## config.mk

```make
export PLATFORM = sky130hd
export DESIGN_NAME = mem_access_unit
export DESIGN_NICKNAME = d
export VERILOG_FILES = /design/src/rtl/mem_access_unit.sv
export SDC_FILE = /design/constraint.sdc
export NUM_CORES = 1
export LEC_CHECK = 0
export CAP_MARGIN = 25
export CORE_MARGIN = 5
export CORE_UTILIZATION = 46
export DETAILED_ROUTE_END_ITERATION = 16
export PLACE_DENSITY = 0.87
export SYNTH_ARGS = -nofsm -noshare
export SYNTH_HDL_FRONTEND = slang
export SYNTH_SLANG_ARGS = --single-unit
```

## constraint.sdc

```tcl
create_clock -name clk -period 2.4 [get_ports clk]
set_input_delay 0.36 -clock clk [delete_from_list [all_inputs] [get_ports clk]]
set_output_delay 0.36 -clock clk [all_outputs]
set_load 0.01 [all_outputs]
```

## src/rtl/mem_access_unit.sv

```systemverilog
// -----------------------------------------------------------------------------
// mem_access_unit
//
// Load/store stage that sits after the ALU. It takes the effective address and
// the rt value, runs a single transaction on a word-wide data bus with
// waitrequest flow control, and returns an extended load result. Byte order is
// big-endian: lane 0 is bits 31:24 and is enabled by mem_byteenable[3].
// Misaligned half/word accesses complete without touching the bus and report
// AddrError (when CHECK_ALIGN=1).
//
// Ports:
//   clk, rst_n          clock, synchronous active-low reset
//   Start               one-cycle request pulse, only honoured in IDLE
//   IsWrite             1 = store, 0 = load
//   Size                00 byte, 01 half, 10 word, 11 treated as word
//   SignExt             loads only: 1 = sign-extend, 0 = zero-extend
//   Address             effective address from the ALU
//   StoreData           rt value (byte/half data in the low bits)
//   LoadData            extended load result, valid while Done=1
//   Done                one-cycle completion pulse
//   Busy                high in ACCESS and DONE (pipeline stall)
//   AddrError           valid with Done: misaligned, no bus access made
//   mem_address         word address, low two bits always zero
//   mem_read/mem_write  bus request strobes
//   mem_byteenable      bit3 = lane 0 (MSB) ... bit0 = lane 3
//   mem_writedata       store data replicated onto the lanes
//   mem_readdata        read data, valid when mem_read=1 and waitrequest=0
//   mem_waitrequest     slave stall; all request signals are held meanwhile
// -----------------------------------------------------------------------------
module mem_access_unit #(
    parameter int ADDR_W      = 32,
    parameter bit CHECK_ALIGN = 1'b1
) (
    input  logic              clk,
    input  logic              rst_n,
    input  logic              Start,
    input  logic              IsWrite,
    input  logic [1:0]        Size,
    input  logic              SignExt,
    input  logic [31:0]       Address,
    input  logic [31:0]       StoreData,
    output logic [31:0]       LoadData,
    output logic              Done,
    output logic              Busy,
    output logic              AddrError,
    output logic [ADDR_W-1:0] mem_address,
    output logic              mem_read,
    output logic              mem_write,
    output logic [3:0]        mem_byteenable,
    output logic [31:0]       mem_writedata,
    input  logic [31:0]       mem_readdata,
    input  logic              mem_waitrequest
);

    typedef enum logic [1:0] {
        ST_IDLE   = 2'd0,
        ST_ACCESS = 2'd1,
        ST_DONE   = 2'd2
    } state_t;

    localparam logic [1:0] SZ_BYTE = 2'b00;
    localparam logic [1:0] SZ_HALF = 2'b01;
    localparam logic [1:0] SZ_WORD = 2'b10;

    state_t      state_reg;
    logic [1:0]  size_reg;
    logic        sign_ext_reg;
    logic [1:0]  offset_reg;

    // ---------------------------------------------------------------------
    // Request decode from the raw inputs (used only when accepting Start)
    // ---------------------------------------------------------------------
    logic [1:0]        size_next;
    logic              misaligned_next;
    logic [3:0]        byteenable_next;
    logic [31:0]       writedata_next;
    logic [31:0]       word_addr32_next;
    logic [ADDR_W-1:0] address_next;

    // Reserved size code behaves exactly like a word access.
    assign size_next = (Size == 2'b11) ? SZ_WORD : Size;

    always_comb begin
        misaligned_next = 1'b0;
        if (CHECK_ALIGN) begin
            if (size_next == SZ_HALF && Address[0])
                misaligned_next = 1'b1;
            else if (size_next == SZ_WORD && Address[1:0] != 2'b00)
                misaligned_next = 1'b1;
        end
    end

    assign word_addr32_next = {Address[31:2], 2'b00};
    assign address_next     = word_addr32_next[ADDR_W-1:0];

    // Per-lane byte enable and write data. Lane gi occupies bits
    // [31-8*gi -: 8] and is enabled by byteenable bit 3-gi.
    genvar gi;
    generate
        for (gi = 0; gi < 4; gi++) begin : g_store_lane
            always_comb begin
                case (size_next)
                    SZ_BYTE: begin
                        byteenable_next[3-gi]          = (Address[1:0] == 2'(gi));
                        writedata_next[31-8*gi -: 8]   = StoreData[7:0];
                    end
                    SZ_HALF: begin
                        // Half occupies lanes {0,1} or {2,3}; in either pair
                        // the even lane carries the upper byte.
                        byteenable_next[3-gi]          = (Address[1] == 1'(gi / 2));
                        writedata_next[31-8*gi -: 8]   = ((gi % 2) == 0) ? StoreData[15:8]
                                                                         : StoreData[7:0];
                    end
                    default: begin
                        byteenable_next[3-gi]          = 1'b1;
                        writedata_next[31-8*gi -: 8]   = StoreData[31-8*gi -: 8];
                    end
                endcase
            end
        end
    endgenerate

    // ---------------------------------------------------------------------
    // Load extraction from the bus, using the latched request attributes
    // ---------------------------------------------------------------------
    logic [7:0]  rd_lane [4];
    logic [7:0]  load_byte;
    logic [15:0] load_half;
    logic [31:0] load_ext;

    generate
        for (gi = 0; gi < 4; gi++) begin : g_load_lane
            assign rd_lane[gi] = mem_readdata[31-8*gi -: 8];
        end
    endgenerate

    assign load_byte = rd_lane[offset_reg];
    assign load_half = offset_reg[1] ? mem_readdata[15:0] : mem_readdata[31:16];

    always_comb begin
        case (size_reg)
            SZ_BYTE: load_ext = {{24{sign_ext_reg & load_byte[7]}}, load_byte};
            SZ_HALF: load_ext = {{16{sign_ext_reg & load_half[15]}}, load_half};
            default: load_ext = mem_readdata;
        endcase
    end

    // ---------------------------------------------------------------------
    // Control FSM; every output is a register so waitrequest never reaches
    // mem_read/mem_write combinationally.
    // ---------------------------------------------------------------------
    always_ff @(posedge clk) begin
        if (!rst_n) begin
            state_reg      <= ST_IDLE;
            size_reg       <= SZ_BYTE;
            sign_ext_reg   <= 1'b0;
            offset_reg     <= 2'b00;
            LoadData       <= '0;
            Done           <= 1'b0;
            Busy           <= 1'b0;
            AddrError      <= 1'b0;
            mem_address    <= '0;
            mem_read       <= 1'b0;
            mem_write      <= 1'b0;
            mem_byteenable <= '0;
            mem_writedata  <= '0;
        end else begin
            case (state_reg)
                ST_IDLE: begin
                    Done      <= 1'b0;
                    AddrError <= 1'b0;
                    if (Start) begin
                        size_reg     <= size_next;
                        sign_ext_reg <= SignExt;
                        offset_reg   <= Address[1:0];
                        Busy         <= 1'b1;
                        if (misaligned_next) begin
                            // Trap: skip the bus and complete next cycle.
                            state_reg <= ST_DONE;
                            Done      <= 1'b1;
                            AddrError <= 1'b1;
                            LoadData  <= '0;
                        end else begin
                            state_reg      <= ST_ACCESS;
                            mem_read       <= ~IsWrite;
                            mem_write      <= IsWrite;
                            mem_address    <= address_next;
                            mem_byteenable <= byteenable_next;
                            mem_writedata  <= writedata_next;
                        end
                    end
                end

                ST_ACCESS: begin
                    // Request signals simply keep their values while stalled.
                    if (!mem_waitrequest) begin
                        state_reg <= ST_DONE;
                        Done      <= 1'b1;
                        mem_read  <= 1'b0;
                        mem_write <= 1'b0;
                        LoadData  <= mem_read ? load_ext : '0;
                    end
                end

                ST_DONE: begin
                    state_reg <= ST_IDLE;
                    Done      <= 1'b0;
                    Busy      <= 1'b0;
                    AddrError <= 1'b0;
                end

                default: begin
                    state_reg <= ST_IDLE;
                    Done      <= 1'b0;
                    Busy      <= 1'b0;
                    AddrError <= 1'b0;
                    mem_read  <= 1'b0;
                    mem_write <= 1'b0;
                end
            endcase
        end
    end

endmodule

```

==> summary.md <==
| Metric | Value |
|---|---|
| Leakage | `2.79 nW` |
| GRT busiest layer | `met2` |
| CTS sink count | `110` |
| Post-synth top flop | `dfxtp_1` |
| R2r startpoint | `offset_reg[1]` |
| Core Util, Final | `70.2%` |
| Data arrival time of the worst path | `around 2300 ps` |
| Via count of the first global-routing pass | `4,943` |
| Sequential share of power | `50.0%` |
| # Max-Cap Violations | `0` |
| Peak supply drop | `0.000290 V` |
| Max Freq | `481 MHz` |
| Nets | `between 800 and 900` |
| Gr usage total | `about a quarter` |
| Pins Over Slew Limit | `0` |
| Unrepaired setup endpoints after global routing | `false` |
| # IOs | `209` |
| Int Pwr | `2.83 mW` |
| Hold-fix buffers, CTS | `0` |
| Clock power frac | `28.2%` |
| #FFs+latches synth | `110` |
| Core area | `about 10,000 sq um` |
| Final Cycle Share | `86.6%` |
| Final setup fails | `0` |
| Worst Setup End Kind | `flip-flop` |
| Syn_area_per_cell | `a little under 9 sq um` |
| Synth Area in Simple Gates | `19.3%` |
| Die height | `114 um` |
| Grt total ovfl | `0` |
| Post-synthesis mux area share | `6.13%` |
| CTS resizes | `0` |
| Layout fillers | `a little over 800` |
| Design Power | `about 4 mW` |
| Via count | `between 4,000 and 5,000` |
| Worst-margin pin slew | `approximately 700 ps` |
| Synth cell types | `43` |
| Final TNS setup | `0 ps` |
| GR Util met3 | `about 8.5%` |
| CTS buffer count | `9` |
| Crit path from | `offset_reg[1]` |
| Largest net degree at the start of global routing | `67` |
| Gate power share | `between 20% and 30%` |
| Die Wd | `between 100 and 150 um` |
| Net Sw Frac | `~28%` |
| Asr flop ratio synth | `0%` |
| Post-synthesis compound-gate area fraction | `24.8%` |
| Number of remaining DRC errors | `0` |
| Max Root-Sink Buffers | `2` |
| CTS Root Cell | `clkbuf_8` |
| CTS clock-pin slew for the worst setup and hold paths | `110 ps` |
| Adder-cell share of the synthesized area | `0%` |
| Antenna Diode Count | `0` |
| WP data required | `2640 ps` |
| Seq/Total Area, Yosys | `44.6%` |
| Crit Path Class | `flip-flop to flip-flop` |
| Synthesized area | `4940 sq um` |
| CP startpoint kind | `flip-flop` |
| Rel. slew slack | `52.7%` |
| Clk_lat worst skew | `roughly 380 ps` |
| Power Dens Cells | `541 nW/um^2` |
| Row cnt | `37` |
| # H-tree levels | `3` |
| Commonest cells after routing, fill and taps aside | `clkdlybuf4s50_1, nand2_1, dfxtp_1, a21boi_0, mux2i_1` |
| CTS tree | `done` |
| Synth Area in XOR/XNOR | `0%` |
| Routed WL | `approximately 16,000 um` |
| Avg WL per Cell | `17.6 um` |
| Buffers on Ports | `206` |
| Final Critical Period | `2080 ps` |
| Setup slack, reg-to-reg | `320 ps` |
| Routability cong. | `approximately 0.93` |
| Largest family of logic cells by synthesized area | `compound AO/OA/AOI/OAI gates` |
| Status | `finished, final reports clean` |
| Initial drt markers | `282` |
| Met2 GRT Util | `41.0%` |
| Starting Density | `47.4%` |
| M1 GR Usage | `26.8%` |
| Vias per inst | `5.46` |
| CP max FO | `25` |
| Post-DP Area | `7120 sq um` |
| First-pass GRT wire length | `24,800 um` |
| Post-Synthesis Cells | `561` |
| Hold_sp | `rst_n` |
| Post-route cell area | `around 7300 sq um` |
| Final Hold Fails | `0` |
| Initial antenna violation count | `0` |
| Most common cell after layout, fill and taps aside | `clkdlybuf4s50_1` |
| Net load switching power | `1.12 mW` |
| Routed Antenna Nets | `0` |
| DPL Wire Length | `11,900 um` |
| Router iterations before antenna repair | `5` |
| Post-synth EDFFs | `0` |
| Synth warn | `0` |
| Worst Hold Class | `primary input to flip-flop` |
| Largest regs | `LoadData x32, mem_writedata x32, mem_address x30` |
| Post-CTS Setup Bufs | `0` |
| Die footprint | `~13,000 sq um` |
| Max Clock Skew | `19.0 ps` |
| Synthesis-to-finish area growth | `47.9%` |
| Share of cells above drive strength 1 | `approximately 5.6%` |
-- layer usage --
metal	up-vias	wire length, um
li1	2333	-
met1	2288	6190
met4	0	325
met2	208	7570
met5	-	0
met3	23	1550
-- cells by family (layout without fill, tap and decap cells) --
kind of cell           after synthesis  after routing
flip-flops                         110            110
multiplexers                        29             29
AND/OR/NAND/NOR                    208            208
AO/OA/AOI/OAI                      159            159
buffers and inverters               54            245
other                                1              2
-- final cells by class --
cell class,count,area (sq um),share of cell area (%)
Clock inverter,4,36.3,0.496
Sequential cell,110,2200,30.1
Timing Repair Buffer,222,2210,30.3
Inverter,7,26.3,0.360
Clock buffer,12,155,2.12
Multi-Input combinational cell,398,2500,34.3
Tap cell,136,170,2.33
-- Yosys cell counts (all sizes together), types with 3 or more instances --
| cell | n | area, sq um |
|---|---|---|
| o21ai | 33 | 173 |
| o2bb2ai | 21 | 184 |
| o21a | 4 | 30.0 |
| nand2b | 11 | 68.8 |
| nor2 | 10 | 37.5 |
| mux2i | 28 | 280 |
| clkbuf | 19 | 71.3 |
| a21oi | 5 | 28.8 |
| a22o | 3 | 26.3 |
| nor2b | 25 | 156 |
| o22ai | 3 | 18.8 |
| or3 | 9 | 56.3 |
| a21boi | 51 | 383 |
| a31oi | 5 | 46.3 |
| a221oi | 3 | 26.3 |
| o211a | 16 | 160 |
| nand2 | 128 | 480 |
| a32o | 8 | 80.1 |
| buf | 28 | 155 |
| nand3 | 12 | 60.1 |
| dfxtp | 110 | 2200 |
| inv | 7 | 26.3 |
| o221a | 3 | 33.8 |
| nor3b | 3 | 22.5 |
| nand3b | 6 | 45.0 |
-- power by group through the flow --
stage / sequential [mW] / clock, mW / combinational (mW)
2_1_floorplan: 2.04 / 0 / 0.370
3_3_place_gp: 2.01 / 0 / 0.841
3_5_place_dp: 2.02 / 0 / 0.857
4_1_cts: 1.98 / 1.13 / 0.863
5_1_grt: 1.99 / 1.20 / 0.932
6_report: 1.98 / 1.11 / 0.863
-- final timing paths --
check / endpoint / cells past startpoint
max: LoadData[21] / 5
min: Busy / 2
max reg2reg: LoadData[21] / 5
min reg2reg: mem_writedata[29] / 2
-- through the flow --
stage | worst slack [ps] | std cells | hold slack, ps
finish | 322 | 889 | 341
global route | 162 | 889 | 355
CTS | 338 | 889 | 334
detailed placement | 142 | 873 | 450
global placement | 224 | 873 | 446
floorplan | 813 | 562 | 479
-- worst max-delay path, stage by stage (launching register included) --
cell and delay [ps]:
dfxtp_1 480, buf_4 340, mux2i_1 310, o32ai_1 140
o21ai_2 510, o2bb2ai_1 160
Note: power is estimated with default switching activity, not from simulation.
